<file path="src/rtl/alu_pkg.sv">
// Shared ALUOp encodings, MIPS R-type funct constants and issue FSM states
// used by the ALU issue stage and its funct decoder.
package alu_pkg;

    typedef enum logic [2:0] {
        ALU_ADD = 3'd0,
        ALU_SUB = 3'd1,
        ALU_AND = 3'd2,
        ALU_OR  = 3'd3,
        ALU_SRL = 3'd4,
        ALU_SRA = 3'd5
    } alu_op_e;

    localparam logic [5:0] FUNCT_ADDU = 6'h21;
    localparam logic [5:0] FUNCT_SUBU = 6'h23;
    localparam logic [5:0] FUNCT_AND  = 6'h24;
    localparam logic [5:0] FUNCT_OR   = 6'h25;
    localparam logic [5:0] FUNCT_SRL  = 6'h02;
    localparam logic [5:0] FUNCT_SRA  = 6'h03;

    typedef enum logic [1:0] {
        ST_IDLE = 2'd0,
        ST_EXEC = 2'd1,
        ST_RESP = 2'd2
    } state_e;

endpackage

</file>
<file path="src/rtl/alu_funct_dec.sv">
// Maps a MIPS R-type funct field to an ALUOp, flags unsupported functs and
// marks the shift ops that take their operands from rt/shamt.
module alu_funct_dec
    import alu_pkg::*;
(
    input  logic [5:0] funct,
    output alu_op_e    op,
    output logic       illegal,
    output logic       shift_sel
);

    always_comb begin
        op        = ALU_ADD;
        illegal   = 1'b0;
        shift_sel = 1'b0;
        case (funct)
            FUNCT_ADDU: op = ALU_ADD;
            FUNCT_SUBU: op = ALU_SUB;
            FUNCT_AND:  op = ALU_AND;
            FUNCT_OR:   op = ALU_OR;
            FUNCT_SRL: begin
                op        = ALU_SRL;
                shift_sel = 1'b1;
            end
            FUNCT_SRA: begin
                op        = ALU_SRA;
                shift_sel = 1'b1;
            end
            default:    illegal = 1'b1;
        endcase
    end

endmodule

</file>
<file path="src/rtl/alu_issue.sv">
// Issue stage for one R-type ALU op: registers operands toward an external
// combinational ALU, captures its result and hands it back as a response.
module alu_issue
    import alu_pkg::*;
(
    input  logic        clk,
    input  logic        reset,
    input  logic        req_valid,
    output logic        req_ready,
    input  logic [5:0]  req_funct,
    input  logic [31:0] req_rs,
    input  logic [31:0] req_rt,
    input  logic [4:0]  req_shamt,
    output logic [31:0] alu_a,
    output logic [31:0] alu_b,
    output logic [2:0]  alu_op,
    input  logic [31:0] alu_c,
    output logic        rsp_valid,
    input  logic        rsp_ready,
    output logic [31:0] rsp_data,
    output logic        rsp_err,
    output logic [15:0] op_count,
    output state_e      dbg_state
);

    // Handshakes: a transfer happens on a rising edge where valid and ready
    // are both 1; valid never depends on ready, and rsp_* holds while unready.

    state_e      state_q, state_d;
    logic [31:0] alu_a_q, alu_a_d;
    logic [31:0] alu_b_q, alu_b_d;
    logic [2:0]  alu_op_q, alu_op_d;
    logic [31:0] rsp_data_q, rsp_data_d;
    logic        rsp_err_q, rsp_err_d;
    logic [15:0] op_count_q, op_count_d;

    alu_op_e dec_op;
    logic    dec_illegal;
    logic    dec_shift;

    alu_funct_dec u_dec (
        .funct     (req_funct),
        .op        (dec_op),
        .illegal   (dec_illegal),
        .shift_sel (dec_shift)
    );

    always_comb begin
        state_d    = state_q;
        alu_a_d    = alu_a_q;
        alu_b_d    = alu_b_q;
        alu_op_d   = alu_op_q;
        rsp_data_d = rsp_data_q;
        rsp_err_d  = rsp_err_q;
        op_count_d = op_count_q;
        case (state_q)
            ST_IDLE: begin
                if (req_valid) begin
                    if (dec_illegal) begin
                        // ALU operands stay as they were; only the response reports the error.
                        state_d    = ST_RESP;
                        rsp_data_d = 32'd0;
                        rsp_err_d  = 1'b1;
                    end else begin
                        state_d   = ST_EXEC;
                        rsp_err_d = 1'b0;
                        alu_a_d   = dec_shift ? req_rt : req_rs;
                        alu_b_d   = dec_shift ? {27'd0, req_shamt} : req_rt;
                        alu_op_d  = dec_op;
                    end
                end
            end
            ST_EXEC: begin
                rsp_data_d = alu_c;
                state_d    = ST_RESP;
            end
            ST_RESP: begin
                if (rsp_ready) begin
                    state_d = ST_IDLE;
                    if (!rsp_err_q) begin
                        op_count_d = op_count_q + 16'd1;
                    end
                end
            end
            default: state_d = ST_IDLE;
        endcase
    end

    always_ff @(posedge clk or negedge reset) begin
        if (!reset) begin
            state_q    <= ST_IDLE;
            alu_a_q    <= 32'd0;
            alu_b_q    <= 32'd0;
            alu_op_q   <= 3'd0;
            rsp_data_q <= 32'd0;
            rsp_err_q  <= 1'b0;
            op_count_q <= 16'd0;
        end else begin
            state_q    <= state_d;
            alu_a_q    <= alu_a_d;
            alu_b_q    <= alu_b_d;
            alu_op_q   <= alu_op_d;
            rsp_data_q <= rsp_data_d;
            rsp_err_q  <= rsp_err_d;
            op_count_q <= op_count_d;
        end
    end

    assign req_ready = (state_q == ST_IDLE);
    assign rsp_valid = (state_q == ST_RESP);
    assign alu_a     = alu_a_q;
    assign alu_b     = alu_b_q;
    assign alu_op    = alu_op_q;
    assign rsp_data  = rsp_data_q;
    assign rsp_err   = rsp_err_q;
    assign op_count  = op_count_q;
    assign dbg_state = state_q;

endmodule
</file>
<file path="config.mk">
export PLATFORM = sky130hd
export DESIGN_NAME = alu_issue
export DESIGN_NICKNAME = d
export VERILOG_FILES = /design/src/rtl/alu_pkg.sv /design/src/rtl/alu_funct_dec.sv /design/src/rtl/alu_issue.sv
export SDC_FILE = /design/constraint.sdc
export NUM_CORES = 1
export LEC_CHECK = 0
export ABC_AREA = 1
export ABC_CLOCK_PERIOD_IN_PS = 1700
export CORE_MARGIN = 5
export CORE_UTILIZATION = 42
export CTS_CLUSTER_SIZE = 10
export DETAILED_ROUTE_END_ITERATION = 7
export MAX_ROUTING_LAYER = met4
export PLACE_DENSITY = 0.91
export SLEW_MARGIN = 5
export SYNTH_ARGS = -nofsm -noshare
export SYNTH_HDL_FRONTEND = slang
export SYNTH_HIERARCHICAL = 1
export SYNTH_SLANG_ARGS = --single-unit
</file>
<file path="constraint.sdc">
create_clock -name clk -period 1.7 [get_ports clk]
set_clock_uncertainty 0.15 [all_clocks]
set_input_delay 0.34 -clock clk [delete_from_list [all_inputs] [get_ports clk]]
set_output_delay 0.34 -clock clk [all_outputs]
set_load 0.05 [all_outputs]
</file>
Word level (Yosys, flattened, before mapping)
Index checks and enable logic that the tools add are counted.

cells by class
  add/subtract/negate cells = 1
  multiply operators = 0
  div/mod/pow operators = 0
  magnitude comparators = 0
  equal/unequal tests = 11
  shift-type cells = 0
  mux-type cells = 12
  bitwise logic cells = 1
  reduce and logical (&&, ||, !) cells = 9

operators by type and width
  operator               number
  $mux 32                4
  $pmux 32 s2            1
  $eq 6x6->1 const B     4
  $add 16x1->16 const B  1
  $pmux 3 s5             1
  $eq 6x2->1 const B     2
  $reduce_and 3->1       3
  $mux 2                 3
  $pmux 2 s3             1
  $reduce_or 6->1        1
  $ne 2x2->1 const B     2
  $reduce_and 2->1       2
  $eq 2x1->1 const B     1
  $eq 2x2->1 const B     1
  $logic_not 2->1        1
  $mux 1                 2
  $ne 2x1->1 const B     1
  $reduce_bool 2->1      1
  $reduce_or 2->1        1
  $not 1->1              1

word-level totals
  register bits after elaboration = 118
  bits in latches = 0
  bits in writable memories = 0
  bits in read-only memories = 0
  input bits = 111
  output and inout bits = 120
  logic and storage cells = 41
  memories = 0

Depth between registers and ports, before layout
  depth after elaboration = 5
  gate-level depth with buffers = 10
  mapped depth without buffers = 9

Cells and area by module
Netlist, hierarchy kept.

by module, submodules not included
  module         times used  cells each  area an instance (µm²)  seq. area each (µm²)
  alu_issue      1           538         4,966.0                 2,952.8
  alu_funct_dec  1           24          107.6                   0.0

Least setup slack after synthesis
No wires, ideal clock.

  path kind = register -> register
  start = reg state_q[0] (netlist: dbg_state[0])
  end = reg alu_a_q[10] (netlist: alu_a[10])
  library setup time = 0.127 ns
  data arrival time = 1.890 ns
  data required time = 1.423 ns
  slack = -0.467 ns
  stages on the path, launching flop included = 7
  buffers on the path = 2
  clock period less this slack = 2.167 ns
  cell sequence = dfrtp_1 nor2_2 nand2_1 nor2_4 buf_4 buf_4 a31oi_1

on the way
  longest elaborated chain between the ends = 2

ends and longest elaborated chain
  item                               RTL line          text
  start: declaration                 alu_issue.sv:29   state_e state_q, state_d;
  start signal: assignment           alu_issue.sv:99   state_q <= state_d;
  $logic_not 2->1                    --
  via req_ready                      alu_issue.sv:9    output logic req_ready,
  $reduce_and 3->1 (no source line)  --
  end signal: assignment             alu_issue.sv:100  alu_a_q <= alu_a_d;
  end: declaration                   alu_issue.sv:30   logic [31:0] alu_a_q, alu_a_d;

The timed path passes the listed nets, and every way through them passes these cells.
A chain may end at the register's enable or synchronous reset.

Worst setup path after layout
  start = reg state_q[0] (netlist: dbg_state[0])
  end = reg alu_a_q[25] (netlist: alu_a[25])

on the way
  longest elaborated chain between the ends = 2

ends and longest elaborated chain
  item                               RTL line         text
  $logic_not 2->1                    alu_issue.sv:56  case (state_q)
  $reduce_and 3->1 (no source line)  --

Every way passes these cells.

==> impl_results.md <==
* Final HPWL DP at 14.3 mm
* Critical Path Start Type: flop
* Final hold vios at 0
* Setup crit end kind: flop
* Clock Latency Late Sink at 0.41 ns
* Antenna cells at 0
* Sum of negative setup slack at -0.480 ns
* Reg2reg end: alu_a[25]
* Most frequent CP cell: nor2_4
* Placed cell area at about 9000 µm²
* # nets final at 958
* Critical path type: flop to flop
* Crit path arrival time at about 1.9 ns
* Die width at 120 µm
* Vias in the first global route at 5,798
* Antenna violations before repair at 0
* Synth Warn # at 6
* Vias per inst at around 5.7
* PnR worst setup slack at -0.0487 ns
* Most common cell in the netlist: nand2_1
* Die Ht at 120 µm
* Minimum clock period at ~1.7 ns
* Area Growth Syn to Fin at 104%
* H-Tree Level Count at 4
* DR DRC count at 0
* Syn avg cell area at 9.03 µm²
* Post-layout instance area at 10,300 µm²
* Reg-to-Reg Start: dbg_state[0]
* Initial DRC count at slightly below 700
* Max frequency at 0.572 GHz
* Placeable Area at approximately 12,000 µm²
* Routed WL at 23.9 mm
* Grt total ovfl at 0
* Synthesized instance count at 562
* IO Port Bufs at 230
* Largest net degree at the start of global routing at 64
* Max Slew Vio Count at 0
* Layout cells sized above 1 at 35.2%
* Max Root-Sink Buffers at 2
* Routed WL per cell at 23.7 µm
* Syn_nets at 674
* Synthesis-stage register bit count at 118
* Clock Pin Slew Worst Setup and Hold Paths at 0.06 ns
* Total of max-cap violations at 0
* First-pass GRT wire length at 31.6 mm
* Post-route core utilization at 86.9%
* Failing checks: negative setup slack
* Final ANT Viol Nets at 0
* Reg2Reg Depth at 7
* Sink Count at 118
* CTS Buf Count at 17
* Async SR Flop Fraction at between 90% and 100%
* Leading post-synthesis cells by cell area: dfrtp_1 (58%), nand2_1 (14%), a22o_1 (5.5%)
* Slew margin rel. at 76.3%
* Vias at 5,778
* GRT Util Overall at between 20 and 30%
* GP Congestion at 0.939
* Yosys top cell by area: dfrtp_1
* Num rows at 40
* Boundary Pins at approximately 230
* Worst Hold Class: input pin to async pin
* Slowest cell on crit path: dfrtp_2
* RSZ-0062 raised after global routing: true
* Initial Utilization at between 40% and 50%
* CTS tree: built
* Drt pass-1 iters at 5
* Status: complete, but fails checks
* Worst-path cell chain: nor2_4 -> nand2_2 -> nor2_4 -> buf_8 -> buf_12 -> nor2_4 -> a31oi_1
* Mapped Area at 5070 µm²
* Commonest cells post-synth: nand2_1 (185), dfrtp_1 (118), nor2_1 (61), nand3_1 (42), a31oi_1 (37)
* WP data required at 1.86 ns
* PD cells at 1470 nW/µm²
* VDD IR-drop max at 0.00140 V
* Setup violators final at 21
* CP peak stage delay at 0.46 ns
* Post-synth cell types at 26
* R2R Setup Slk at -0.05 ns
* Sequential fraction of the synthesis area at 58.2%
* Worst Tran Pin Value at 0.356 ns
* Leak pwr at 0.00473 µW
* Crit Path Max Fanout at 8
* Die area at 14,400 µm²
* Yosys top cell area share at 58.2%
* Clock Tree Root: clkbuf_16
* Final period utilization at 103%
* DP Cell Count at roughly 950
* Final instance count without filler cells at about 1,000
* Prevailing post-synth register cell: dfrtp_1
* EDFF count, synth at 0
==> worst max-delay path: cells and delay by family (launching register included) <==
family | cells | cell delay (ns)
and+or+nand+nor | 4 | 0.46
DFF | 1 | 0.46
buffers and inverters | 2 | 0.34
AOI/OAI and AO/OA | 1 | 0.23
==> per-stage QoR <==
step	hold slack, ns	power (µW)	setup WS, ns
6_report	0.157	15200	-0.0487
5_1_grt	0.170	15600	-0.128
4_1_cts	0.137	14600	-0.0491
3_5_place_dp	0.0222	11000	-0.661
3_3_place_gp	0.0200	10800	-0.484
2_1_floorplan	-0.106	6970	-0.0947
==> placed cells by master, fill, tap and decap left out, types with 15 or more instances in the layout <==
cell type,synthesis,layout
a22o_1,32,32
a31oi_1,37,31
buf_12,0,133
buf_4,4,31
clkbuf_16,0,25
clkdlybuf4s50_1,0,103
dfrtp_1,118,114
inv_1,24,20
nand2_1,185,158
nand2_2,1,24
nand3_1,42,40
nor2_1,61,36
nor2_2,6,18
nor2_4,2,15
==> sequential cells by signal (all words and copies together), names as in the netlist <==
register	flops
rsp_data	32
alu_op	3
alu_a	32
op_count	16
alu_b	32
dbg_state	2
rsp_err	1
==> worst max-delay path by stage <==
| stage | slack [ns] | cells past startpoint | from | end |
|---|---|---|---|---|
| finish | -0.05 | 7 | dbg_state[0] | alu_a[25] |
| CTS | -0.05 | 4 | dbg_state[1] | rsp_valid |
| floorplan | -0.09 | 6 | dbg_state[1] | alu_a[30] |
| global placement | -0.48 | 11 | req_funct[3] | alu_a[23] |
| global route | -0.13 | 7 | dbg_state[0] | alu_a[25] |
| detailed placement | -0.66 | 12 | req_funct[5] | alu_a[17] |
==> power breakdown <==
group          total, µW  internal, µW  switching [µW]
Sequential          4440          3480             962
Combinational       7210          3450            3760
Clock               3520          2200            1320
Total              15200          9130            6040
==> logic make-up (layout without fill, tap and decap cells) <==
| family | Yosys count | in the layout | synth area share (%) |
|---|---|---|---|
| simple gates | 306 | 306 | 24.8 |
| flops | 118 | 118 | 58.2 |
| compound gates | 73 | 73 | 10.5 |
| buf+inv | 56 | 352 | 4.86 |
| xor+xnor | 8 | 8 | 1.38 |
| fa+ha+maj | 1 | 1 | 0.247 |
==> cell type report <==
| type | count | area, µm² |
|---|---|---|
| Clock buffer | 20 | 457 |
| Clock inverter | 11 | 108 |
| Fill cell | 478 | 1570 |
| Inverter | 26 | 108 |
| Multi-Input combinational cell | 388 | 2170 |
| Sequential cell | 118 | 2960 |
| Tap cell | 147 | 184 |
| Timing Repair Buffer | 295 | 4360 |
==> what timing repair did <==
| item | CTS | global route |
|---|---|---|
| endpoints found under the setup margin | 102 | 104 |
| endpoints found under the hold margin | 118 | 0 |
| resized for setup | 28 | 88 |
| buffers inserted | 9 | 9 |
| pin swaps | 7 | 14 |
| hold buffers | 1 | 0 |
| cloned | 3 | 10 |
==> layer usage <==
metal  wire length (µm)  track usage [%]  vias to the layer above
met2              11900             49.5                      451
met1               8320             32.1                     2798
met4                879             11.1                        0
li1                   -                -                     2432
met3               2790             10.7                       97
met5                  0                -                        -
Power figures use the tool's default switching activity.
